<file path="config.mk">
export PLATFORM = sky130hd
export DESIGN_NAME = branch_target_buffer_flat
export DESIGN_NICKNAME = d
export VERILOG_FILES = /design/src/rtl/mips_core_pkg.sv /design/src/rtl/branch_target_buffer_if.sv /design/src/rtl/branch_target_buffer_sat_counter.sv /design/src/rtl/branch_target_buffer.sv /design/src/flat_wrapper.sv
export SDC_FILE = /design/constraint.sdc
export NUM_CORES = 2
export LEC_CHECK = 0
export CAP_MARGIN = 20
export CORE_MARGIN = 1
export CORE_UTILIZATION = 30
export CTS_CLUSTER_SIZE = 30
export DETAILED_ROUTE_END_ITERATION = 10
export PLACE_DENSITY = 0.45
export SLEW_MARGIN = 20
export SYNTH_ARGS = -nofsm -noshare
export SYNTH_HDL_FRONTEND = slang
export SYNTH_MEMORY_MAX_BITS = 65536
export SYNTH_SLANG_ARGS = --single-unit
</file>
<file path="constraint.sdc">
create_clock -name clk -period 9 [get_ports clk]
set_input_delay 0.9 -clock clk [delete_from_list [all_inputs] [get_ports clk]]
set_output_delay 0.9 -clock clk [all_outputs]
set_load 0.03 [all_outputs]
</file>
<file path="src/rtl/mips_core_pkg.sv">
// rtl/mips_core_pkg.sv - shared core types: branch outcome plus BTB entry, state and counter constants
`ifndef ADDR_WIDTH
`define ADDR_WIDTH 32
`endif

package mips_core_pkg;

    typedef enum logic {
        NOT_TAKEN = 1'b0,
        TAKEN     = 1'b1
    } BranchOutcome;

    typedef enum logic {
        BTB_CLEAR = 1'b0,
        BTB_READY = 1'b1
    } BtbState;

    localparam logic [1:0] BTB_CTR_WEAK_TAKEN   = 2'b10;
    localparam logic [1:0] BTB_CTR_STRONG_TAKEN = 2'b11;

    // Tag is held zero-extended to full address width so the type is
    // independent of the entry count.
    typedef struct packed {
        logic                   valid;
        logic [`ADDR_WIDTH-1:0] tag;
        logic [`ADDR_WIDTH-1:0] target;
        logic [1:0]             ctr;
    } BtbEntry;

endpackage

</file>
<file path="src/rtl/branch_target_buffer_if.sv">
// rtl/branch_target_buffer_if.sv - fetch lookup, EX update, flush and statistics bundle for the BTB
interface branch_target_buffer_if #(
    parameter int ADDR_W = `ADDR_WIDTH,
    parameter int STAT_W = 32
);
    import mips_core_pkg::*;

    logic              i_lookup_valid;
    logic [ADDR_W-1:0] i_lookup_pc;
    logic              o_hit;
    logic [ADDR_W-1:0] o_target;
    BranchOutcome      o_prediction;

    logic              i_upd_valid;
    logic [ADDR_W-1:0] i_upd_pc;
    logic [ADDR_W-1:0] i_upd_target;
    BranchOutcome      i_upd_outcome;
    logic              i_upd_is_jump;

    logic              i_flush_req;
    logic              o_busy;
    logic [STAT_W-1:0] o_lookup_count;
    logic [STAT_W-1:0] o_hit_count;

    modport master (
        output i_lookup_valid, i_lookup_pc,
        output i_upd_valid, i_upd_pc, i_upd_target, i_upd_outcome, i_upd_is_jump,
        output i_flush_req,
        input  o_hit, o_target, o_prediction, o_busy, o_lookup_count, o_hit_count
    );

    modport slave (
        input  i_lookup_valid, i_lookup_pc,
        input  i_upd_valid, i_upd_pc, i_upd_target, i_upd_outcome, i_upd_is_jump,
        input  i_flush_req,
        output o_hit, o_target, o_prediction, o_busy, o_lookup_count, o_hit_count
    );
endinterface

</file>
<file path="src/rtl/branch_target_buffer_sat_counter.sv">
// rtl/branch_target_buffer_sat_counter.sv - next 2-bit direction counter for a BTB write
module btb_sat_counter
    import mips_core_pkg::*;
(
    input  logic         hit,
    input  logic         is_jump,
    input  BranchOutcome outcome,
    input  logic [1:0]   ctr,
    output logic [1:0]   ctr_next
);

    // Jumps pin the counter strong-taken, fresh allocations start weak-taken,
    // hits on conditional branches move one step and saturate.
    always_comb begin
        ctr_next = ctr;
        if (is_jump) begin
            ctr_next = BTB_CTR_STRONG_TAKEN;
        end else if (!hit) begin
            ctr_next = BTB_CTR_WEAK_TAKEN;
        end else if (outcome == TAKEN) begin
            if (ctr != 2'b11) ctr_next = ctr + 2'b01;
        end else begin
            if (ctr != 2'b00) ctr_next = ctr - 2'b01;
        end
    end

endmodule

</file>
<file path="src/rtl/branch_target_buffer.sv">
// rtl/branch_target_buffer.sv - direct-mapped tagged BTB with invalidate walk and hit statistics
module branch_target_buffer
    import mips_core_pkg::*;
#(
    parameter int ENTRIES = 64,
    parameter int ADDR_W  = `ADDR_WIDTH,
    parameter int STAT_W  = 32
) (
    input logic clk,
    input logic rst,
    branch_target_buffer_if.slave bus
);

    localparam int IW = $clog2(ENTRIES);

    BtbState             state_q, state_d;
    logic [IW-1:0]       clr_idx_q, clr_idx_d;
    logic [ENTRIES-1:0]  valid_q, valid_d;
    logic [STAT_W-1:0]   lookup_cnt_q, lookup_cnt_d;
    logic [STAT_W-1:0]   hit_cnt_q, hit_cnt_d;

    // Payload storage carries no reset so it can map onto RAM.
    logic [ADDR_W-1:0]   tag_mem    [ENTRIES];
    logic [ADDR_W-1:0]   target_mem [ENTRIES];
    logic [1:0]          ctr_mem    [ENTRIES];

    logic                busy;
    logic [IW-1:0]       lk_idx, up_idx;
    logic [ADDR_W-1:0]   lk_tag, up_tag;
    BtbEntry             rd_entry;
    BtbEntry             wr_entry;
    logic                lk_hit, up_hit, upd_accept;
    logic                wr_en, wr_target_en;
    logic [1:0]          ctr_next;
    logic                pc_low_unused;

    assign busy   = (state_q == BTB_CLEAR);
    assign lk_idx = bus.i_lookup_pc[IW+1:2];
    assign up_idx = bus.i_upd_pc[IW+1:2];
    assign lk_tag = ADDR_W'(bus.i_lookup_pc[ADDR_W-1:IW+2]);
    assign up_tag = ADDR_W'(bus.i_upd_pc[ADDR_W-1:IW+2]);
    assign pc_low_unused = ^{bus.i_lookup_pc[1:0], bus.i_upd_pc[1:0]};

    // Lookup port: zero-latency read of the indexed entry, no bypass from the update port.
    always_comb begin
        rd_entry.valid  = valid_q[lk_idx];
        rd_entry.tag    = tag_mem[lk_idx];
        rd_entry.target = target_mem[lk_idx];
        rd_entry.ctr    = ctr_mem[lk_idx];
        lk_hit = bus.i_lookup_valid & ~busy & rd_entry.valid & (rd_entry.tag == lk_tag);
    end

    assign bus.o_hit          = lk_hit;
    assign bus.o_target       = lk_hit ? rd_entry.target : '0;
    assign bus.o_prediction   = (lk_hit && rd_entry.ctr[1]) ? TAKEN : NOT_TAKEN;
    assign bus.o_busy         = busy;
    assign bus.o_lookup_count = lookup_cnt_q;
    assign bus.o_hit_count    = hit_cnt_q;

    assign up_hit     = valid_q[up_idx] & (tag_mem[up_idx] == up_tag);
    assign upd_accept = bus.i_upd_valid & ~busy & ~bus.i_flush_req;

    btb_sat_counter u_sat_counter (
        .hit      (up_hit),
        .is_jump  (bus.i_upd_is_jump),
        .outcome  (bus.i_upd_outcome),
        .ctr      (ctr_mem[up_idx]),
        .ctr_next (ctr_next)
    );

    // Update decision: train on hit, allocate on taken/jump miss, ignore not-taken miss.
    always_comb begin
        wr_en           = 1'b0;
        wr_target_en    = 1'b0;
        wr_entry.valid  = 1'b1;
        wr_entry.tag    = up_tag;
        wr_entry.target = bus.i_upd_target;
        wr_entry.ctr    = ctr_next;
        if (upd_accept) begin
            if (up_hit) begin
                wr_en        = 1'b1;
                wr_target_en = bus.i_upd_is_jump | (bus.i_upd_outcome == TAKEN);
            end else if (bus.i_upd_is_jump || bus.i_upd_outcome == TAKEN) begin
                wr_en        = 1'b1;
                wr_target_en = 1'b1;
            end
        end
    end

    // Payload write port.
    always_ff @(posedge clk) begin
        if (wr_en) begin
            tag_mem[up_idx] <= wr_entry.tag;
            ctr_mem[up_idx] <= wr_entry.ctr;
            if (wr_target_en) target_mem[up_idx] <= wr_entry.target;
        end
    end

    // Walk/ready FSM plus valid-bit maintenance.
    always_comb begin
        state_d   = state_q;
        clr_idx_d = clr_idx_q;
        valid_d   = valid_q;
        case (state_q)
            BTB_CLEAR: begin
                valid_d[clr_idx_q] = 1'b0;
                if (bus.i_flush_req) begin
                    clr_idx_d = '0;
                end else if (clr_idx_q == IW'(ENTRIES - 1)) begin
                    state_d   = BTB_READY;
                    clr_idx_d = '0;
                end else begin
                    clr_idx_d = clr_idx_q + IW'(1);
                end
            end
            BTB_READY: begin
                if (bus.i_flush_req) begin
                    state_d   = BTB_CLEAR;
                    clr_idx_d = '0;
                end else if (wr_en) begin
                    valid_d[up_idx] = wr_entry.valid;
                end
            end
            default: begin
                state_d   = BTB_CLEAR;
                clr_idx_d = '0;
            end
        endcase
    end

    // Saturating statistics; only reset clears them.
    always_comb begin
        lookup_cnt_d = lookup_cnt_q;
        hit_cnt_d    = hit_cnt_q;
        if (bus.i_lookup_valid && !busy && !(&lookup_cnt_q)) lookup_cnt_d = lookup_cnt_q + STAT_W'(1);
        if (lk_hit && !(&hit_cnt_q)) hit_cnt_d = hit_cnt_q + STAT_W'(1);
    end

    // State registers.
    always_ff @(posedge clk or posedge rst) begin
        if (rst) begin
            state_q      <= BTB_CLEAR;
            clr_idx_q    <= '0;
            valid_q      <= '0;
            lookup_cnt_q <= '0;
            hit_cnt_q    <= '0;
        end else begin
            state_q      <= state_d;
            clr_idx_q    <= clr_idx_d;
            valid_q      <= valid_d;
            lookup_cnt_q <= lookup_cnt_d;
            hit_cnt_q    <= hit_cnt_d;
        end
    end

endmodule

</file>
<file path="src/flat_wrapper.sv">
// flat-port wrapper written by rule: the top's interface ports become plain ports
module branch_target_buffer_flat import mips_core_pkg::*;
#(
    parameter int ENTRIES = 64,
    parameter int ADDR_W  = `ADDR_WIDTH,
    parameter int STAT_W  = 32
)
  (clk, rst, bus_i_lookup_valid, bus_i_lookup_pc, bus_i_upd_valid, bus_i_upd_pc, bus_i_upd_target, bus_i_upd_outcome, bus_i_upd_is_jump, bus_i_flush_req, bus_o_hit, bus_o_target, bus_o_prediction, bus_o_busy, bus_o_lookup_count, bus_o_hit_count);
  branch_target_buffer_if #(.ADDR_W(ADDR_W), .STAT_W(STAT_W)) bus_i ();
  input logic clk;
  input logic rst;
  input wire logic [$bits(bus_i.i_lookup_valid)-1:0] bus_i_lookup_valid;
  input wire logic [$bits(bus_i.i_lookup_pc)-1:0] bus_i_lookup_pc;
  input wire logic [$bits(bus_i.i_upd_valid)-1:0] bus_i_upd_valid;
  input wire logic [$bits(bus_i.i_upd_pc)-1:0] bus_i_upd_pc;
  input wire logic [$bits(bus_i.i_upd_target)-1:0] bus_i_upd_target;
  input wire logic [$bits(bus_i.i_upd_outcome)-1:0] bus_i_upd_outcome;
  input wire logic [$bits(bus_i.i_upd_is_jump)-1:0] bus_i_upd_is_jump;
  input wire logic [$bits(bus_i.i_flush_req)-1:0] bus_i_flush_req;
  output wire logic [$bits(bus_i.o_hit)-1:0] bus_o_hit;
  output wire logic [$bits(bus_i.o_target)-1:0] bus_o_target;
  output wire logic [$bits(bus_i.o_prediction)-1:0] bus_o_prediction;
  output wire logic [$bits(bus_i.o_busy)-1:0] bus_o_busy;
  output wire logic [$bits(bus_i.o_lookup_count)-1:0] bus_o_lookup_count;
  output wire logic [$bits(bus_i.o_hit_count)-1:0] bus_o_hit_count;
  assign bus_i.i_lookup_valid = bus_i_lookup_valid;
  assign bus_i.i_lookup_pc = bus_i_lookup_pc;
  assign bus_i.i_upd_valid = bus_i_upd_valid;
  assign bus_i.i_upd_pc = bus_i_upd_pc;
  assign bus_i.i_upd_target = bus_i_upd_target;
  assign bus_i.i_upd_outcome = bus_i_upd_outcome;
  assign bus_i.i_upd_is_jump = bus_i_upd_is_jump;
  assign bus_i.i_flush_req = bus_i_flush_req;
  assign bus_o_hit = bus_i.o_hit;
  assign bus_o_target = bus_i.o_target;
  assign bus_o_prediction = bus_i.o_prediction;
  assign bus_o_busy = bus_i.o_busy;
  assign bus_o_lookup_count = bus_i.o_lookup_count;
  assign bus_o_hit_count = bus_i.o_hit_count;
  branch_target_buffer #(.ENTRIES(ENTRIES), .ADDR_W(ADDR_W), .STAT_W(STAT_W)) u_core (.clk(clk), .rst(rst), .bus(bus_i));
endmodule
</file>
* Word-level counts from Yosys, hierarchy flattened
Memory sizes are Yosys's and may differ from the RTL's.
Index checks and enable logic that the tools add are counted.
Widths: inputs -> output; s select.
** Cells by class
- Reduce and logical (&&, ||, !) cells :: 13
- Add/sub/neg operators :: 5
- Bitwise gates (word level) :: 12
- Equal/unequal tests :: 7
- Magnitude comparators :: 5
- Muxes and demuxes :: 36
** Operator list (count)
- $mux 64 :: 2
- $pmux 64 s2 :: 1
- $add 32x1->32 const B :: 2
- $and 64x64->64 :: 1
- $eq 32x24->1 :: 2
- $not 64->64 :: 1
- $or 64x64->64 :: 1
- $reduce_and 32->1 :: 2
- $mux 32 :: 1
- $lt 6x7->1 const B :: 3
- $mux 1 :: 18
- $mux 6 :: 3
- $bmux 1 s6 :: 2
- $demux 1 s6 :: 2
- $ge 6x1->1 const B :: 2
- $pmux 6 s2 :: 1
- $mux 2 :: 5
- $ne 2x2->1 const B :: 4
- $add 6x1->6 const B :: 1
- $and 1x1->1 :: 6
- $eq 6x6->1 const B :: 1
- $logic_and 1x1->1 :: 6
- $add 2x1->2 const B :: 1
- $logic_not 1->1 :: 2
- other kinds (7) :: 8
** Word-level totals
- Word-level logic and storage cells :: 86
- Register bits :: 135
- Memories :: 3
- Input bits :: 103
- RAM bits :: 3712
** Memory list
- u_core.target_mem :: depth 64, width 32, rd ports 1, clocked after memory_dff 0, wr ports 1, RTL line branch_target_buffer.sv:24 : logic [ADDR_W-1:0] target_mem [ENTRIES];
- u_core.tag_mem :: depth 64, width 24, rd ports 2, clocked after memory_dff 0, wr ports 1, RTL line branch_target_buffer.sv:23 : logic [ADDR_W-1:0] tag_mem [ENTRIES];
- u_core.ctr_mem :: depth 64, width 2, rd ports 2, clocked after memory_dff 0, wr ports 1, RTL line branch_target_buffer.sv:25 : logic [1:0] ctr_mem [ENTRIES];

* Longest topological paths before layout
- Depth in word-level cells :: 8
- Gate-level depth with buffers :: 18
- Depth with buffers taken out :: 10

* Cells and area by module
Synthesis repeated with hierarchy kept, for this count alone.
** Unflattened totals
- Cells, all modules :: 8249
- Area total of the unflattened synthesis :: 163553.1 sq um
** Modules (own cells, without submodules)
- branch_target_buffer :: cells each 8242, area an instance 163508.1 sq um, seq. area each 114845.1 sq um, times used 1
- btb_sat_counter :: cells each 7, area an instance 45.0 sq um, seq. area each 0.0 sq um, times used 1

* Worst setup path before layout
No wires, ideal clock.
- Path type :: input to register
- Start point :: input port bus_i_upd_pc[3]
- End point :: memory u_core.ctr_mem[35][0], enable pin
- Buffers on the path :: 7
- Required time :: 8551 ps
- Data arrival time :: 6038 ps
- Slack :: 2513 ps
- Setup time :: 449 ps
- Cell stages on the path :: 17
- Cells stage by stage :: buf_4 buf_4 buf_6 buf_2 buf_4 mux2i_1 o22ai_1 a22oi_1 nand3_1 nor4_1 xnor2_1 a2111oi_2 nand4_1 or4_1 buf_2 buf_6 a211oi_1
** Between the ends
- Longest elaborated chain between the ends :: 7
- Elaborated cells on any way between the ends :: 9
- Those cells by class :: eq/ne (1); mux (6); bitwise (1); memory (1)
** Ends and longest elaborated chain
- start, declared :: RTL line flat_wrapper.sv:15 : input wire logic [$bits(bus_i.i_upd_pc)-1:0] bus_i_upd_pc;
- $mem_v2 64x24 or $bmux 1 s6 (tied branches)
- $eq 32x24->1 or $mux 1 (tied branches) :: RTL line branch_target_buffer.sv:60 : assign up_hit = valid_q[up_idx] & (tag_mem[up_idx] == up_tag);
- $and 1x1->1 :: RTL line branch_target_buffer.sv:60
- $mux 1 :: RTL line branch_target_buffer.sv:80 : if (up_hit) begin
- $mux 1 :: RTL line branch_target_buffer.sv:79 : if (upd_accept) begin
- $mux 1 :: RTL line branch_target_buffer.sv:92 : if (wr_en) begin
- $mux 1 (implied by the code) :: RTL line branch_target_buffer.sv:94 : ctr_mem[up_idx] <= wr_entry.ctr;
- end, declared :: RTL line branch_target_buffer.sv:25
Parallel ways exist; a longest one is shown, timed or not. The select of a mux whose other input is x is not followed.

* Worst setup path in the final report
- Start point :: input port bus_i_lookup_pc[5]
- End point :: output port bus_o_target[7]
** Between the ends
- Longest elaborated chain between the ends :: 5
- Elaborated cells on any way between the ends :: 8
- Those cells by class :: eq/ne (1); mux (3); bitwise (2); memory (2)
** Ends and longest elaborated chain
- start, declared :: RTL line flat_wrapper.sv:13 : input wire logic [$bits(bus_i.i_lookup_pc)-1:0] bus_i_lookup_pc;
- parallel branches: the longest is 4 deep, another holds $mem_v2 64x24
- $mux 32 * :: RTL line branch_target_buffer.sv:54 : assign bus.o_target = lk_hit ? rd_entry.target : '0;
- end, declared :: RTL line flat_wrapper.sv:21 : output wire logic [$bits(bus_i.o_target)-1:0] bus_o_target;
Mark *: on every way between the ends. The select of a mux whose other input is x is not followed.

==> results by group <==
Status
  • Outcome: finished clean

Drt
  • Drt wl/cell: 39.8 µm
  • Via density: 5.89
  • Drt drc: 0
  • Total wire length: around 660,000 µm
  • Via Count: between 90k and 100k
  • First-pass DRT Iterations: 6
  • Post-route ant nets: 0
  • Initial DRC count: approximately 14k

Setup path
  • Crit end category: primary output
  • Worst Reg-to-Reg Cells: 12
  • Crit path max-delay family: compound AO/OA/AOI/OAI gates
  • Critical path fanouts, max: 33
  • Critical path class: in -> out
  • Worst reg-to-reg setup slack: ~3.2 ns
  • Critical path arrival: between 7 and 8 ns
  • Reg-to-reg endpoint: u_core.tag_mem[17][14]
  • Worst setup path start: bus_i_lookup_pc[5]
  • RR Startpoint: u_core.tag_mem[5][21]
  • Crit. path cell count: 15
  • Cells along the critical path: buf_6, buf_4, nor2b_2, a22oi_1, a21oi_1, nor4_1, buf_4, o21a_1, a2111oi_2, buf_4, nand2b_1, or4_4, a211oi_1, buf_4, buf_12
  • Critical path capture point: bus_o_target[7]
  • Crit path largest cell delay: between 1 and 1.5 ns
  • Critical Path Source Type: input pin
  • Slowest-stage cell, CP: a2111oi_2
  • Cell repeated most along the worst path: buf_4
  • Worst endpoint required time: about 8.1 ns
  • Buf/Inv on CP: 6

Clocking
  • CTS max path bufs: 4
  • Inserted Clock Buffers: 430
  • Post-CTS resize count: 0
  • Clock Root Buffer: clkbuf_16
  • Hold Buf Count CTS: 0
  • Clock tree sinks: 3,847
  • H-tree lvl count: 5
  • CTS tree: done
  • Post-CTS Setup Inserts: 0
  • Worst-path clk slew: around 0.060 ns
  • Clock latency on the worst-skew pair: approximately 1.1 ns

Pwr
  • Clock power share: a little over two fifths
  • Leakage: around 60 nW
  • Pint: roughly 0.030 W
  • Flop pwr share: about half
  • Logic pwr share: roughly 7%
  • Switching part of the total: between 20% and 30%
  • Net Sw Power: around 0.0093 W
  • Maximum VDD drop: ~0.18 mV
  • Pwr/cell area: about 200 nW/µm²

Final layout
  • # fillers: ~50k
  • Register area: between 100,000 and 150,000 µm²
  • Area grow syn2layout: 17.2%
  • Post-Layout Cell Count: between 15k and 20k
  • Nets: around 9.0k
  • Design Area, Final: around 190,000 µm²
  • Layout cells sized above 1: roughly 28%
  • Footprint of the multi-input gates: 46,600 µm²

Global route
  • First-pass GRT wire length: roughly 870,000 µm
  • Total gr overflow: 0
  • Largest net degree at the start of global routing: around 130
  • Global-route usage over all layers: 23.2%
  • Vias in the first global route: a little under 100k
  • Initial antenna violation count: between 50 and 60

Logic synthesis
  • Syn Std Cell Area: 163,000 µm²
  • Yosys top cell area share: about two thirds
  • Top_reg_cell synth: edfxtp_1
  • Dominant cell type by area after synthesis: edfxtp_1
  • Syn avg cell area: 19.5 µm²
  • Post-synth ARST share: under 10%
  • Most area-consuming cells after synthesis: edfxtp_1 (68%), mux4_2 (15%), mux2i_1 (2.9%)
  • Cell variety after synth: 84
  • Post-synth EDFFs: 3,712
  • Register area share after synthesis: a little over two thirds
  • Mapped Cells: 8,357
  • Ys Warns: 0
  • Mapped Nets: approximately 8.5k
  • Synth Register Bits: approximately 3.8k

STA
  • Final slew viol count: 0
  • Min Tclk post-route: a little under 9 ns
  • Final setup viols: 0
  • Tcrit/Tclk final: between 90 and 100%
  • Hold Vio Cnt, Final: 0
  • Clock Skew: around 0.094 ns
  • TNS Setup: 0 ns
  • Fmax: approximately 110 MHz
  • Slew @ Worst Pin: 1.31 ns
  • Slew HR: between 10 and 15%
  • RSZ-0062 raised after global routing: false

Die
  • Starting Density: 30.1%
  • Core Area: ~540,000 µm²
  • Die Width: about 740 µm
  • Die Span Y: between 700 and 800 µm
  • Cell row count: 270
  • Io pins: 202
  • Die footprint: ~550,000 µm²

Place
  • Placement Cell Area: 178,000 µm²
  • Number of port buffers: about 200
  • Gpl congestion: roughly 0.92
  • Final HPWL DP: roughly 400,000 µm
  • Cells after DPL: 15.6k

Min path
  • HP Class: in -> async

Job
  • Max-cap violations: 0
## routing by layer
layer  part of all wire (%)  global-route usage [%]  vias up
met4                    5.3                    10.5       26
met2                     46                    36.7     5781
met5                  0.027                       0        -
met1                     40                    31.1    52900
li1                       -                       -    36800
met3                    8.6                    4.37     1389
## metrics by stage
step | total power [W] | worst slack, ns | hold WS, ns | utilization (%)
floorplan | 0.0214 | 2.51 | 0.471 | -
global placement | 0.0227 | 0.462 | 0.481 | 32.8
detailed placement | 0.0227 | 0.490 | 0.482 | 32.8
CTS | 0.0396 | 0.484 | 0.296 | 35.3
global route | 0.0403 | 0.466 | 0.285 | 35.3
finish | 0.0394 | 0.193 | 0.342 | 35.3
## cells by family after synthesis
family                     count (synthesis)  share of synthesized area [%]
and+or+nand+nor                          817                           2.53
xor gates and xnor gates                  95                          0.515
DFF                                     3847                           70.4
adders and majority gates                  5                         0.0353
AOI/OAI and AO/OA                       1264                           5.83
buffers and inverters                    634                           1.91
muxes                                   1695                           18.8
## how the worst min path moves through the flow
stage | startpoint | end | slack, ns | cells after the start
6_report | rst | u_core.bus.o_lookup_count[27] | 0.34 | 2
5_1_grt | bus_i_upd_target[27] | u_core.target_mem[38][27] | 0.28 | 1
4_1_cts | bus_i_upd_pc[17] | u_core.tag_mem[37][9] | 0.30 | 1
3_5_place_dp | u_core.bus.o_hit_count[9] | u_core.bus.o_hit_count[9] | 0.48 | 1
3_3_place_gp | u_core.bus.o_hit_count[9] | u_core.bus.o_hit_count[9] | 0.48 | 1
2_1_floorplan | u_core.valid_q[30] | u_core.valid_q[30] | 0.47 | 1
## cell usage after synthesis, types with 93 or more instances
cell type,count
mux2_2,147
o22ai_1,125
mux2i_1,476
o21ai_0,143
mux4_2,1069
a22oi_1,227
dfrtp_1,135
nor2_1,198
a221oi_1,183
a211oi_1,93
a21oi_1,93
buf_2,187
nand2_1,181
nand3_1,97
edfxtp_1,3712
clkbuf_1,252
## state kept, by name, indices dropped and copies added (netlist names)
name,flops
u_core.target_mem,2048
u_core.tag_mem,1536
u_core.ctr_mem,128
u_core.valid_q,64
u_core.bus.o_hit_count,32
u_core.bus.o_lookup_count,32
u_core.clr_idx_q,6
u_core.state_q,1
## cells in the final DEF, fill, tap and decap left out, drive strengths merged, types with 144 or more instances in the layout
master / instances
a221oi: 183
mux4: 1072
a22oi: 227
nor2: 199
clkinv: 196
nand2: 181
mux2: 147
edfxtp: 3712
buf: 595
o21ai: 144
clkbuf: 541
mux2i: 476
## power by group through the flow
stage                     logic (W)  clock network, W  registers [W]
after floorplan             0.00138                 0         0.0200
final                       0.00276            0.0170         0.0196
after global placement      0.00269                 0         0.0200
after CTS                   0.00272            0.0172         0.0196
after global routing        0.00282            0.0179         0.0196
after detailed placement    0.00272                 0         0.0200
## cell type report
| class | count | area share [%] |
|---|---|---|
| tap | 7208 | 4.72 |
| clock inverter | 238 | 1.00 |
| inverter | 25 | 0.0615 |
| clock buffer | 541 | 5.95 |
| timing repair buffer | 694 | 3.80 |
| sequential | 3847 | 60.1 |
| antenna | 20 | 0.0262 |
| multi-input combinational | 3876 | 24.4 |
Note: power is estimated with default switching activity, not from simulation.
